===== src/rtl/alu_mul_seq.sv =====
// rtl/alu_mul_seq.sv - sequential shift-and-add multiplier that drives the datapath ALU
module alu_mul_seq #(
   parameter int         W       = 8,
   parameter logic [2:0] R_ADD   = 3'd1,
   parameter logic [2:0] R_SHIFT = 3'd2
) (
   input  logic         clk,
   input  logic         reset,
   input  logic         start,
   input  logic [W-1:0] mcand,
   input  logic [W-1:0] mplier,
   output logic         busy,
   output logic         done,
   output logic [W-1:0] product,
   output logic         zero,
   output logic         parity,
   output logic         odd,
   output logic [2:0]   alu_op,
   output logic [W-1:0] alu_a,
   output logic [W-1:0] alu_b,
   input  logic [W-1:0] alu_out
);

   localparam logic [1:0] S_IDLE  = 2'd0;
   localparam logic [1:0] S_ADD   = 2'd1;
   localparam logic [1:0] S_SHIFT = 2'd2;
   localparam logic [1:0] S_DONE  = 2'd3;

   logic [1:0]   state;
   logic [1:0]   state_nx;
   logic [W-1:0] acc;
   logic [W-1:0] mc;
   logic [W-1:0] mp;
   logic [W-1:0] mp_sh;

   assign mp_sh = mp >> 1;

   always_comb begin
      state_nx = state;
      case (state)
         S_IDLE: begin
            if (start) begin
               if (mplier == '0)
                  state_nx = S_DONE;
               else if (mplier[0])
                  state_nx = S_ADD;
               else
                  state_nx = S_SHIFT;
            end
         end
         S_ADD:   state_nx = S_SHIFT;
         S_SHIFT: begin
            if (mp_sh == '0)
               state_nx = S_DONE;
            else if (mp[1])
               state_nx = S_ADD;
            else
               state_nx = S_SHIFT;
         end
         default: state_nx = S_IDLE;
      endcase
   end

   always_comb begin
      alu_op = 3'd0;
      alu_a  = '0;
      alu_b  = '0;
      case (state)
         S_ADD: begin
            alu_op = R_ADD;
            alu_a  = acc;
            alu_b  = mc;
         end
         S_SHIFT: begin
            alu_op = R_SHIFT;
            alu_a  = mc;
         end
         default: ;
      endcase
   end

   always_ff @(posedge clk or posedge reset) begin
      if (reset) begin
         state   <= S_IDLE;
         acc     <= '0;
         mc      <= '0;
         mp      <= '0;
         product <= '0;
      end else begin
         state <= state_nx;
         case (state)
            S_IDLE: begin
               if (start) begin
                  mc  <= mcand;
                  mp  <= mplier;
                  acc <= '0;
               end
            end
            S_ADD:   acc <= alu_out;
            S_SHIFT: begin
               mc <= alu_out;
               mp <= mp_sh;
            end
            default: ;
         endcase
         // acc still holds the previous result when a zero multiplier skips straight to DONE
         if (state != S_DONE && state_nx == S_DONE)
            product <= (state == S_IDLE) ? '0 : acc;
      end
   end

   assign busy   = (state != S_IDLE);
   assign done   = (state == S_DONE);
   assign zero   = (product == '0);
   assign parity = ^product;
   assign odd    = product[0];

endmodule


===== config.mk =====
export PLATFORM = sky130hd
export DESIGN_NAME = alu_mul_seq
export DESIGN_NICKNAME = d
export VERILOG_FILES = /design/src/rtl/alu_mul_seq.sv
export SDC_FILE = /design/constraint.sdc
export NUM_CORES = 1
export LEC_CHECK = 0
export BUFFER_PORTS_ARGS = -buffer_cell sky130_fd_sc_hd__buf_2
export CORE_MARGIN = 4
export CORE_UTILIZATION = 35
export CTS_BUF_LIST = sky130_fd_sc_hd__clkbuf_2
export DETAILED_ROUTE_END_ITERATION = 10
export PLACE_DENSITY_LB_ADDON = 0.3
export SYNTH_ARGS = -nofsm -noshare
export SYNTH_HDL_FRONTEND = slang
export SYNTH_SLANG_ARGS = --single-unit

===== constraint.sdc =====
create_clock -name clk -period 3.25 [get_ports clk]
set_clock_uncertainty 0.1 [all_clocks]
set_input_delay 0.325 -clock clk [delete_from_list [all_inputs] [get_ports clk]]
set_output_delay 0.325 -clock clk [all_outputs]
set_load 0.01 [all_outputs]

; ---- After elaboration in Yosys (flattened, before gate mapping)
; Index checks and enable logic that the tools add are counted.
[totals]
register_bits = 34
out_inout_bits = 32
word_cells = 38
[op_classes]
eq_ne = 6
muxes = 16
reduce_logical = 11
[ops]
columns = operator, count
row1 = $pmux W8 S2, 4
row2 = $mux W8, 5
row3 = $logic_not A8 Y1, 3
row4 = $mux W2, 5
row5 = $reduce_xor A8 Y1, 1
row6 = $eq A2 B2 Y1 const B, 3
row7 = $pmux W2 S3, 1
row8 = $reduce_bool A2 Y1, 3
row9 = $ne A2 B2 Y1 const B, 2
row10 = $pmux W2 S2, 1
row11 = $reduce_and A2 Y1, 2
row12 = $eq A2 B1 Y1 const B, 1
row13 = $logic_not A2 Y1, 1
row14 = $logic_and A1 B1 Y1, 1

; ---- Logic depth before layout (Yosys ltp)
; Gate-level depths: netlist of run 1.
[depth]
word_depth = 6
ltp_mapped = 8
depth_no_buf = 6

; ---- Least setup slack after synthesis of run 1
; OpenSTA, ideal clock, no wires.
[synth_path]
path_type = register -> output
start = reg state[1]
end = out alu_a[5]
arrival_time_ps = 1376
required_time_ps = 2825
setup_slack_ps = 1449
path_stages_with_launch = 7
path_buffers = 2
path_cell_list = dfrtp_1 inv_1 ha_1 buf_2 clkbuf_1 a22oi_1 nor2b_1
[synth_via]
elab_chain_cells = 2
elab_cells_between_ends = 3
[synth_lines]
columns = item, line
row1 = "start, declared", 29  ; logic [1:0] state;
row2 = "start signal, assigned", 90  ; state <= state_nx;
row3 = $eq A2 B2 Y1 or $eq A2 B1 Y1 (tied branches), 68  ; case (state)
row4 = $pmux W8 S2 (*), 68
row5 = "end, declared", 19  ; output logic [W-1:0] alu_a,
; Every way passes the cells marked *; elsewhere a longest branch is shown, timed or not.

; ---- Worst setup path in the final report of run 1
[layout_path]
start = reg state[0]
end = out alu_a[7]
; Same word-level chain as after synthesis.

==> results of run 1 <==
[where the power goes]
part / leakage [nW] / total (mW) / switching (mW) / internal [mW]
logic: 0.719 / 1.37 / 0.755 / 0.615
registers: 0.402 / 0.780 / 0.171 / 0.609
clock network: 0.0406 / 0.270 / 0.138 / 0.131
[stage by stage]
step | total power [mW] | area, sq um
global placement | 2.15 | 2260
floorplan | 1.79 | 1930
finish | 2.42 | 2330
CTS | 2.45 | 2330
detailed placement | 2.18 | 2260
global route | 2.66 | 2330
[logic make-up (layout without fill, tap and decap cells)]
| family | Yosys count | count (layout) | synth area share |
|---|---|---|---|
| muxes | 14 | 14 | 0.0726 |
| and+or+nand+nor | 55 | 55 | 0.150 |
| adders and majority gates | 9 | 9 | 0.0584 |
| xor gates and xnor gates | 3 | 3 | 0.0136 |
| buffers and inverters | 34 | 90 | 0.0778 |
| AOI/OAI and AO/OA | 55 | 55 | 0.198 |
| other | 1 | 1 | 0.00194 |
| DFF | 33 | 33 | 0.428 |
[worst paths after layout]
| check | depth (start not counted) | endpoint | slack [ns] | startpoint |
|---|---|---|---|---|
| setup / recovery | 6 | alu_a[7] | 0.64 | state[0] |
| hold reg to reg | 2 | mp[1] | 0.42 | mp[1] |
| min in group asynchronous | 4 | product[1] | 0.46 | reset |
| setup reg to reg | 7 | product[3] | 1.01 | state[0] |
| max in group asynchronous | 4 | mc[6] | 2.28 | reset |
| hold / removal | 2 | acc[0] | 0.09 | alu_out[0] |
[registers in the layout, indices dropped and copies added (netlist names)]
name,cells
acc,8
mc,8
mp,7
product,8
state,2
[placed cells by master, fill, tap and decap left out, types with 2 or more instances in the layout]
| cell | count |
|---|---|
| o21ai_1 | 3 |
| a22o_1 | 8 |
| dfrtp_1 | 33 |
| inv_1 | 19 |
| buf_2 | 57 |
| buf_4 | 4 |
| nor2b_1 | 8 |
| mux2i_1 | 14 |
| nand3_1 | 8 |
| xnor2_1 | 2 |
| ha_1 | 9 |
| a22oi_1 | 9 |
| o21ai_0 | 14 |
| and2_1 | 9 |
| clkbuf_2 | 6 |
| nor2_1 | 2 |
| o211ai_1 | 16 |
| nand2_1 | 18 |
| nor4_1 | 2 |
| nand2b_1 | 4 |
[layer usage]
| metal | GRT usage | share of wire | up-vias |
|---|---|---|---|
| met5 | 0 | 0 | - |
| met4 | 0.0498 | 0.016 | 0 |
| met3 | 0.0347 | 0.045 | 5 |
| met2 | 0.205 | 0.45 | 41 |
| met1 | 0.214 | 0.49 | 737 |
| li1 | - | - | 825 |
[layout make-up]
cell class	count	area share
multi-input combinational	137	0.409
sequential	33	0.354
timing repair buffer	62	0.140
tap	70	0.0376
inverter	20	0.0322
clock inverter	2	0.0145
clock buffer	6	0.0129
[repair_timing]
action | 4_1_cts | 5_1_grt
hold buffers | 1 | 0
setup buffers | 0 | 0
setup endpoints to repair | 0 | 0
endpoints found under the hold margin | 33 | 0
resized for setup | 0 | 0
==> out/qor.yml, run 1 <==
sta:
  fmax_ghz: 0.383
  hold_viol_final: 0
  maxSlewHeadroom: 0.527
  finalCriticalPeriod_ns: 2.61
  fin_hold_ws_ns: 0.0924
  drv_slew: 0
  min_period_over_period: 0.803
  setup_viol: 0
  setup_ws_ns: 0.641
  worst-slew-pin-transition_ns: 0.709
  setup_tns_ns: 0
  rsz0062_at_grt: "false"
routing:
  wire_per_inst_microns: 13.6
  drt-total-wl_microns: 4500
  antenna_left: 0
  drt_first_pass_iters: 4
  vias: 1608
  remaining_drc_errors: 0
  drtIter0Drc: 93
  avgViaCountPerCell: 4.87
worst_setup_path:
  crit_family: "buffers and inverters"
  cp_max_fo: 16
  critPathMaxStageDelay_ns: 0.48
  required_ns: 2.82
  startpoint_type: "register"
  path_class: "register to primary output"
  path_cells: "inv_1 -> ha_1 -> buf_4 -> a22oi_1 -> nor2b_1 -> buf_2"
  worst-path-buf-inv: 3
  crit_path_end_kind: "primary output"
  crit_slowest_cell: "ha_1"
  critPathArrivalTime_ns: 2.18
placement:
  portBuffers: 57
  hpwlAfterDp_microns: 3430
  dpl.cell_count: 321
  gp_congestion: 0.822
  pre_cts_ws_ns: 1.02
floorplan:
  row_count: 26
  core_area_sq_um: 5240
  die_w_microns: 82.2
  die_y_microns: 82.2
  io-pin-count: 59
  initial_core_util: 0.368
  die_area_sq_um: 6760
logic_synthesis:
  synth.yosys.seq_area_share: 0.428
  synth.net_count: 240
  synth_edf_count: 0
  synthArstFlopShare: 1.00
  ys.flop_type: "dfrtp_1"
  syn_area_sq_um: 1930
  yosysWarnings: 0
  synthTopCellsByCount: "33 x dfrtp_1, 19 x inv_1, 18 x nand2_1"
  ys_seq_elements: 33
  yosysTopAreaCellShare: 0.428
  synth_cells: 204
  synth.most_common_cell: "dfrtp_1"
  yosysTopAreaCell: "dfrtp_1"
  syn_avg_cell_area_sq_um: 9.46
  synth_cell_types: 32
  synth.area.top_cells: "dfrtp_1 43%, mux2i_1 7.3%, o211ai_1 6.2%"
cells_and_area:
  fillers: 544
  diodes: 0
  area.sequential_sq_um: 826
  fin_util: 0.445
  layout.nets: 295
  multi_input_area_sq_um: 953
  final_cells: 330
  area_growth_pct: 20.8
  final_layout_size_suffix_gt1_frac: 0.265
global_route:
  grt_start_max_net_pins: 34
  gr-total-overflow: 0
  grt_util_all_layers: 0.145
  grt_pass1_wl_microns: 7500
  grt_pass1_vias: 1500
  grt_antenna_before_repair: 0
pwr:
  ir_drop_v: 0.000411
  cellLeakagePower_nw: 1.16
  power_density_nw_per_um2: 1040
hold_path:
  hold_path_class: "input pin to register"
cts:
  cts_buffer_depth: 2
  cts_tree: "done"
  path_clk_slew_ns: 0.17
  cts_made_buffers: 5
  cts_htree_levels: 2
  cts.sinks: 33
  clk_latency_ns: 0.36
  clockRootBuffer: "clkbuf_2"
flow_run:
  maxCapViolations: 0
run_status:
  status: "finished, final reports clean"
Note: power is estimated with default switching activity, not from simulation.
==> inputs of run 2 (changes only) <==
- clock period: 3.25 -> 2.67 ns (I/O delays scaled with it)
==> run 2 against run 1 <==
- sequential share of layout area is 0.28 points lower
- critical path type unchanged
- cell area is 0.80% higher
- global-route usage is 0.27 points higher
==> out/qor.yml, run 2 (synthesis results as in run 1) <==
sta:
  rsz0062_at_grt: "false"
  setup_viol: 0
  fmax_ghz: 0.402
  worst-slew-pin-transition_ns: 0.845
  setup_tns_ns: 0
  drv_slew: 0
  maxSlewHeadroom: 0.437
  finalCriticalPeriod_ns: 2.48
  min_period_over_period: 0.931
  hold_viol_final: 0
  fin_hold_ws_ns: 0.0410
hold_path:
  holdPathEnd: "acc[6]"
  hold_path_class: "input pin to register"
  min_path_cells: 2
  min_from: "alu_out[6]"
floorplan:
  core_area_sq_um: 5240
  io-pin-count: 59
  die_w_microns: 82.2
  die_area_sq_um: 6760
  initial_core_util: 0.368
  die_y_microns: 82.2
  row_count: 26
cts:
  cts_buffer_depth: 2
  cts_htree_levels: 2
  path_clk_slew_ns: 0.17
  clk_latency_ns: 0.36
  clockRootBuffer: "clkbuf_2"
  cts_resized: 0
  cts_tree: "done"
  cts.sinks: 33
  cts_made_buffers: 5
pwr:
  power_density_nw_per_um2: 1220
  cellLeakagePower_nw: 1.17
  ir_drop_v: 0.000705
global_route:
  grt_util_all_layers: 0.148
  grt_start_max_net_pins: 34
  grt_pass1_wl_microns: 7580
  grt_antenna_before_repair: 0
  gr-total-overflow: 0
  grt_pass1_vias: 1544
placement:
  gp_congestion: 0.749
  portBuffers: 57
  hpwlAfterDp_microns: 3420
worst_setup_path:
  r2r_end: "product[0]"
  path_class: "register to primary output"
  ff2ff_path_depth: 6
  reg2reg_from: "state[0]"
  rrSetupSlack_ns: 0.23
  crit_path_end_kind: "primary output"
  startpoint_type: "register"
  required_ns: 2.30
  critPathArrivalTime_ns: 2.12
  cp_max_fo: 18
routing:
  drtIter0Drc: 81
  drt-total-wl_microns: 4610
  antenna_left: 0
  drt_first_pass_iters: 4
  wire_per_inst_microns: 13.8
  vias: 1638
  avgViaCountPerCell: 4.90
  remaining_drc_errors: 0
flow_run:
  maxCapViolations: 0
cells_and_area:
  reg_top3: "acc x8, mc x8, product x8"
  fillers: 500
  area.sequential_sq_um: 826
  multi_input_area_sq_um: 953
  final_layout_size_suffix_gt1_frac: 0.265
  diodes: 0
  layout.nets: 299
  layout_commonest_cell: "buf_2"
  area_growth_pct: 21.8
  layout_common_cells: "57 x buf_2, 33 x dfrtp_1, 19 x inv_1"
run_status:
  status: "finished, final reports clean"
==> run 2: cell types whose count changed in the layout (fill, tap and decap cells not counted) <==
cell | before | now
bufinv_16 | 1 | 0
clkbuf_2 | 6 | 7
clkinv_1 | 1 | 0
clkinvlp_4 | 0 | 1
dlygate4sd3_1 | 1 | 5
==> run 2: power by group <==
part	total (mW)	internal, mW	switching, mW
sequential	0.951	0.742	0.209
combinational	1.67	0.746	0.925
clock	0.237	0.0727	0.164
==> run 2: layout make-up <==
class,count,area share
clock buffers,7,0.0149
clock inverters,1,0.00319
inverters,20,0.0319
multi-input cells,137,0.406
flip-flops and latches,33,0.351
well taps,70,0.0373
repair buffers,66,0.155
==> run 2: repair_timing <==
action                    in CTS  in global routing
buffers inserted               0                  0
hold endpoints to repair      33                  4
hold buffers                   1                  4
==> run 2: worst max-delay path, cell delays in order, from the launching register on <==
cell,delay (ns)
dfrtp_1,0.45
inv_1,0.12
ha_1,0.45
buf_4,0.35
a22oi_1,0.13
nor2b_1,0.13
buf_2,0.14
==> run 2: metrics by stage <==
step / cell area, sq um / total power, mW / util / worst slack (ns) / cells
after floorplan: 1930 / 2.18 / - / 0.927 / 204
after global placement: 2260 / 2.62 / 0.431 / 0.326 / 321
after detailed placement: 2260 / 2.65 / 0.431 / 0.282 / 321
after CTS: 2310 / 2.89 / 0.441 / 0.157 / 330
after global routing: 2350 / 3.16 / 0.449 / 0.0109 / 334
final: 2350 / 2.86 / 0.449 / 0.185 / 334
==> run 2: worst max-delay path by stage <==
stage | start | to | slack [ns] | cells past startpoint
after floorplan | state[1] | alu_a[5] | 0.93 | 6
after global placement | state[0] | product[0] | 0.33 | 6
after detailed placement | state[0] | product[0] | 0.28 | 6
after CTS | state[0] | alu_a[5] | 0.16 | 6
after global routing | state[0] | alu_a[0] | 0.01 | 6
final | state[0] | alu_a[5] | 0.19 | 6
==> run 2: per-layer routing <==
| layer | part of all wire | up-vias | routed length, microns | track usage |
|---|---|---|---|---|
| met4 | 0.011 | 0 | 50 | 0.0548 |
| met5 | 0 | - | 0 | 0 |
| met2 | 0.46 | 45 | 2130 | 0.224 |
| met1 | 0.47 | 757 | 2180 | 0.204 |
| met3 | 0.054 | 4 | 247 | 0.0336 |
| li1 | - | 832 | - | - |
==> inputs of run 3 (changes only) <==
- CORE_UTILIZATION: 35 -> 53
- REMOVE_ABC_BUFFERS: not set -> 1
==> run 3 against run 2 <==
- count of clock-buffer cells in the layout shrank 1
- core utilization grew 22 points
- critical path depth is the same
- critical endpoint is now alu_a[6]
- largest cell class unchanged
- largest power group unchanged
==> out/qor.yml, run 3 (synthesis results as in run 1) <==
floorplan:
  row_count: 21
  die_w_microns: 68.3
  die_area_sq_um: 4670
  initial_core_util: 0.565
  io-pin-count: 59
  core_area_sq_um: 3420
  die_y_microns: 68.3
hold_path:
  hold_path_class: "input pin to register"
global_route:
  grt_start_max_net_pins: 34
  grt_pass1_vias: 1598
  grt_antenna_before_repair: 0
  grt_pass1_wl_microns: 7510
  grt_util_all_layers: 0.220
  gr-total-overflow: 0
cts:
  cts_htree_levels: 2
  path_clk_slew_ns: 0.15
  clockRootBuffer: "clkbuf_2"
  cts_buffer_depth: 2
  cts.sinks: 33
  clk_latency_ns: 0.37
  postCtsSetupRepairBufs: 0
  cts_made_buffers: 5
  cts_tree: "done"
sta:
  setup_viol: 0
  rsz0062_at_grt: "false"
  maxSlewHeadroom: 0.432
  setup_ws_ns: 0.267
  fmax_ghz: 0.416
  hold_viol_final: 0
  min_period_over_period: 0.900
  drv_slew: 0
  finalCriticalPeriod_ns: 2.40
  worst-slew-pin-transition_ns: 0.852
cells_and_area:
  layout.nets: 295
  fin_area_sq_um: 2270
  area_growth_pct: 17.7
  fin_util: 0.665
  final_layout_size_suffix_gt1_frac: 0.263
  diodes: 0
  layout_commonest_cell: "buf_2"
  layout_common_cells: "57 x buf_2, 33 x dfrtp_1, 19 x inv_1"
  fillers: 302
  reg_top3: "acc x8, mc x8, product x8"
flow_run:
  maxCapViolations: 0
worst_setup_path:
  crit_path_end_kind: "primary output"
  path_class: "register to primary output"
  crit_family: "buffers and inverters"
  critPathMaxStageDelay_ns: 0.44
  required_ns: 2.30
  rrSetupSlack_ns: 0.30
  crit_slowest_cell: "dfrtp_1"
  r2r_end: "product[2]"
  worst-path-buf-inv: 3
  cp-startpoint: "state[0]"
  ff2ff_path_depth: 6
  path_cells: "inv_1 -> ha_1 -> buf_4 -> a22oi_1 -> nor2b_1 -> buf_2"
  reg2reg_from: "state[0]"
  cp_max_fo: 21
  crit_path_end: "alu_a[6]"
  crit_cells: 6
  critPathArrivalTime_ns: 2.04
  startpoint_type: "register"
routing:
  drtIter0Drc: 138
  avgViaCountPerCell: 5.46
  antenna_left: 0
  drt-total-wl_microns: 4410
  remaining_drc_errors: 0
  drt_first_pass_iters: 4
  vias: 1665
  wire_per_inst_microns: 14.5
pwr:
  cellLeakagePower_nw: 1.15
  power_density_nw_per_um2: 1250
  total_power_mw: 2.84
  ir_drop_v: 0.000510
placement:
  place_area_sq_um: 2230
  portBuffers: 57
  gp_congestion: 0.803
  hpwlAfterDp_microns: 3350
  pre_cts_ws_ns: 0.327
run_status:
  status: "finished, final reports clean"
-- run 3: what timing repair did --
item | CTS | global route
hold endpoints to repair | 33 | 0
resized for setup | 0 | 0
hold buffers | 1 | 0
-- run 3: worst min-delay path by stage --
stage / startpoint / endpoint / cells past startpoint / slack [ns]
after floorplan: reset / acc[0] / 1 / 0.30
after global placement: reset / mc[1] / 3 / 0.27
after detailed placement: reset / mc[1] / 3 / 0.27
after CTS: alu_out[7] / acc[7] / 2 / 0.009
after global routing: alu_out[0] / acc[0] / 2 / 0.002
final: alu_out[0] / acc[0] / 2 / 0.03
-- run 3: through the flow --
step	hold WS (ns)	TNS, ns	std cells
global route	0.00188	0	305
CTS	0.00869	0	305
floorplan	0.296	-4.34	190
global placement	0.271	0	297
finish	0.0272	0	305
detailed placement	0.271	0	297
-- run 3: final cells by class --
type / count / area, sq um / share of cell area
inverter: 20 / 75.1 / 0.0331
timing repair buffer: 62 / 325 / 0.143
clock buffer: 6 / 30.0 / 0.0132
tap: 46 / 57.6 / 0.0253
sequential: 33 / 826 / 0.364
clock inverter: 1 / 3.75 / 0.00165
multi-input combinational: 137 / 953 / 0.420
-- run 3: layer usage --
metal / vias up / routed length [microns] / part of all wire / track usage
met5: - / 0 / 0 / 0
li1: 824 / - / - / -
met4: 0 / 47 / 0.011 / 0.0670
met2: 52 / 2050 / 0.47 / 0.343
met3: 5 / 250 / 0.057 / 0.0575
met1: 784 / 2060 / 0.47 / 0.299
-- run 3: worst reg2reg max path: stages, from the launching register on --
cell	delay, ns
dfrtp_1	0.43
inv_1	0.10
ha_1	0.31
nor3b_1	0.18
a22oi_1	0.66
nand2b_1	0.36
o211ai_1	0.12
-- run 3: power by group --
| group | total (mW) | switching, mW | internal [mW] |
|---|---|---|---|
| sequential | 0.948 | 0.206 | 0.742 |
| clock | 0.219 | 0.158 | 0.0610 |
| combinational | 1.67 | 0.929 | 0.745 |
| total | 2.84 | 1.29 | 1.55 |
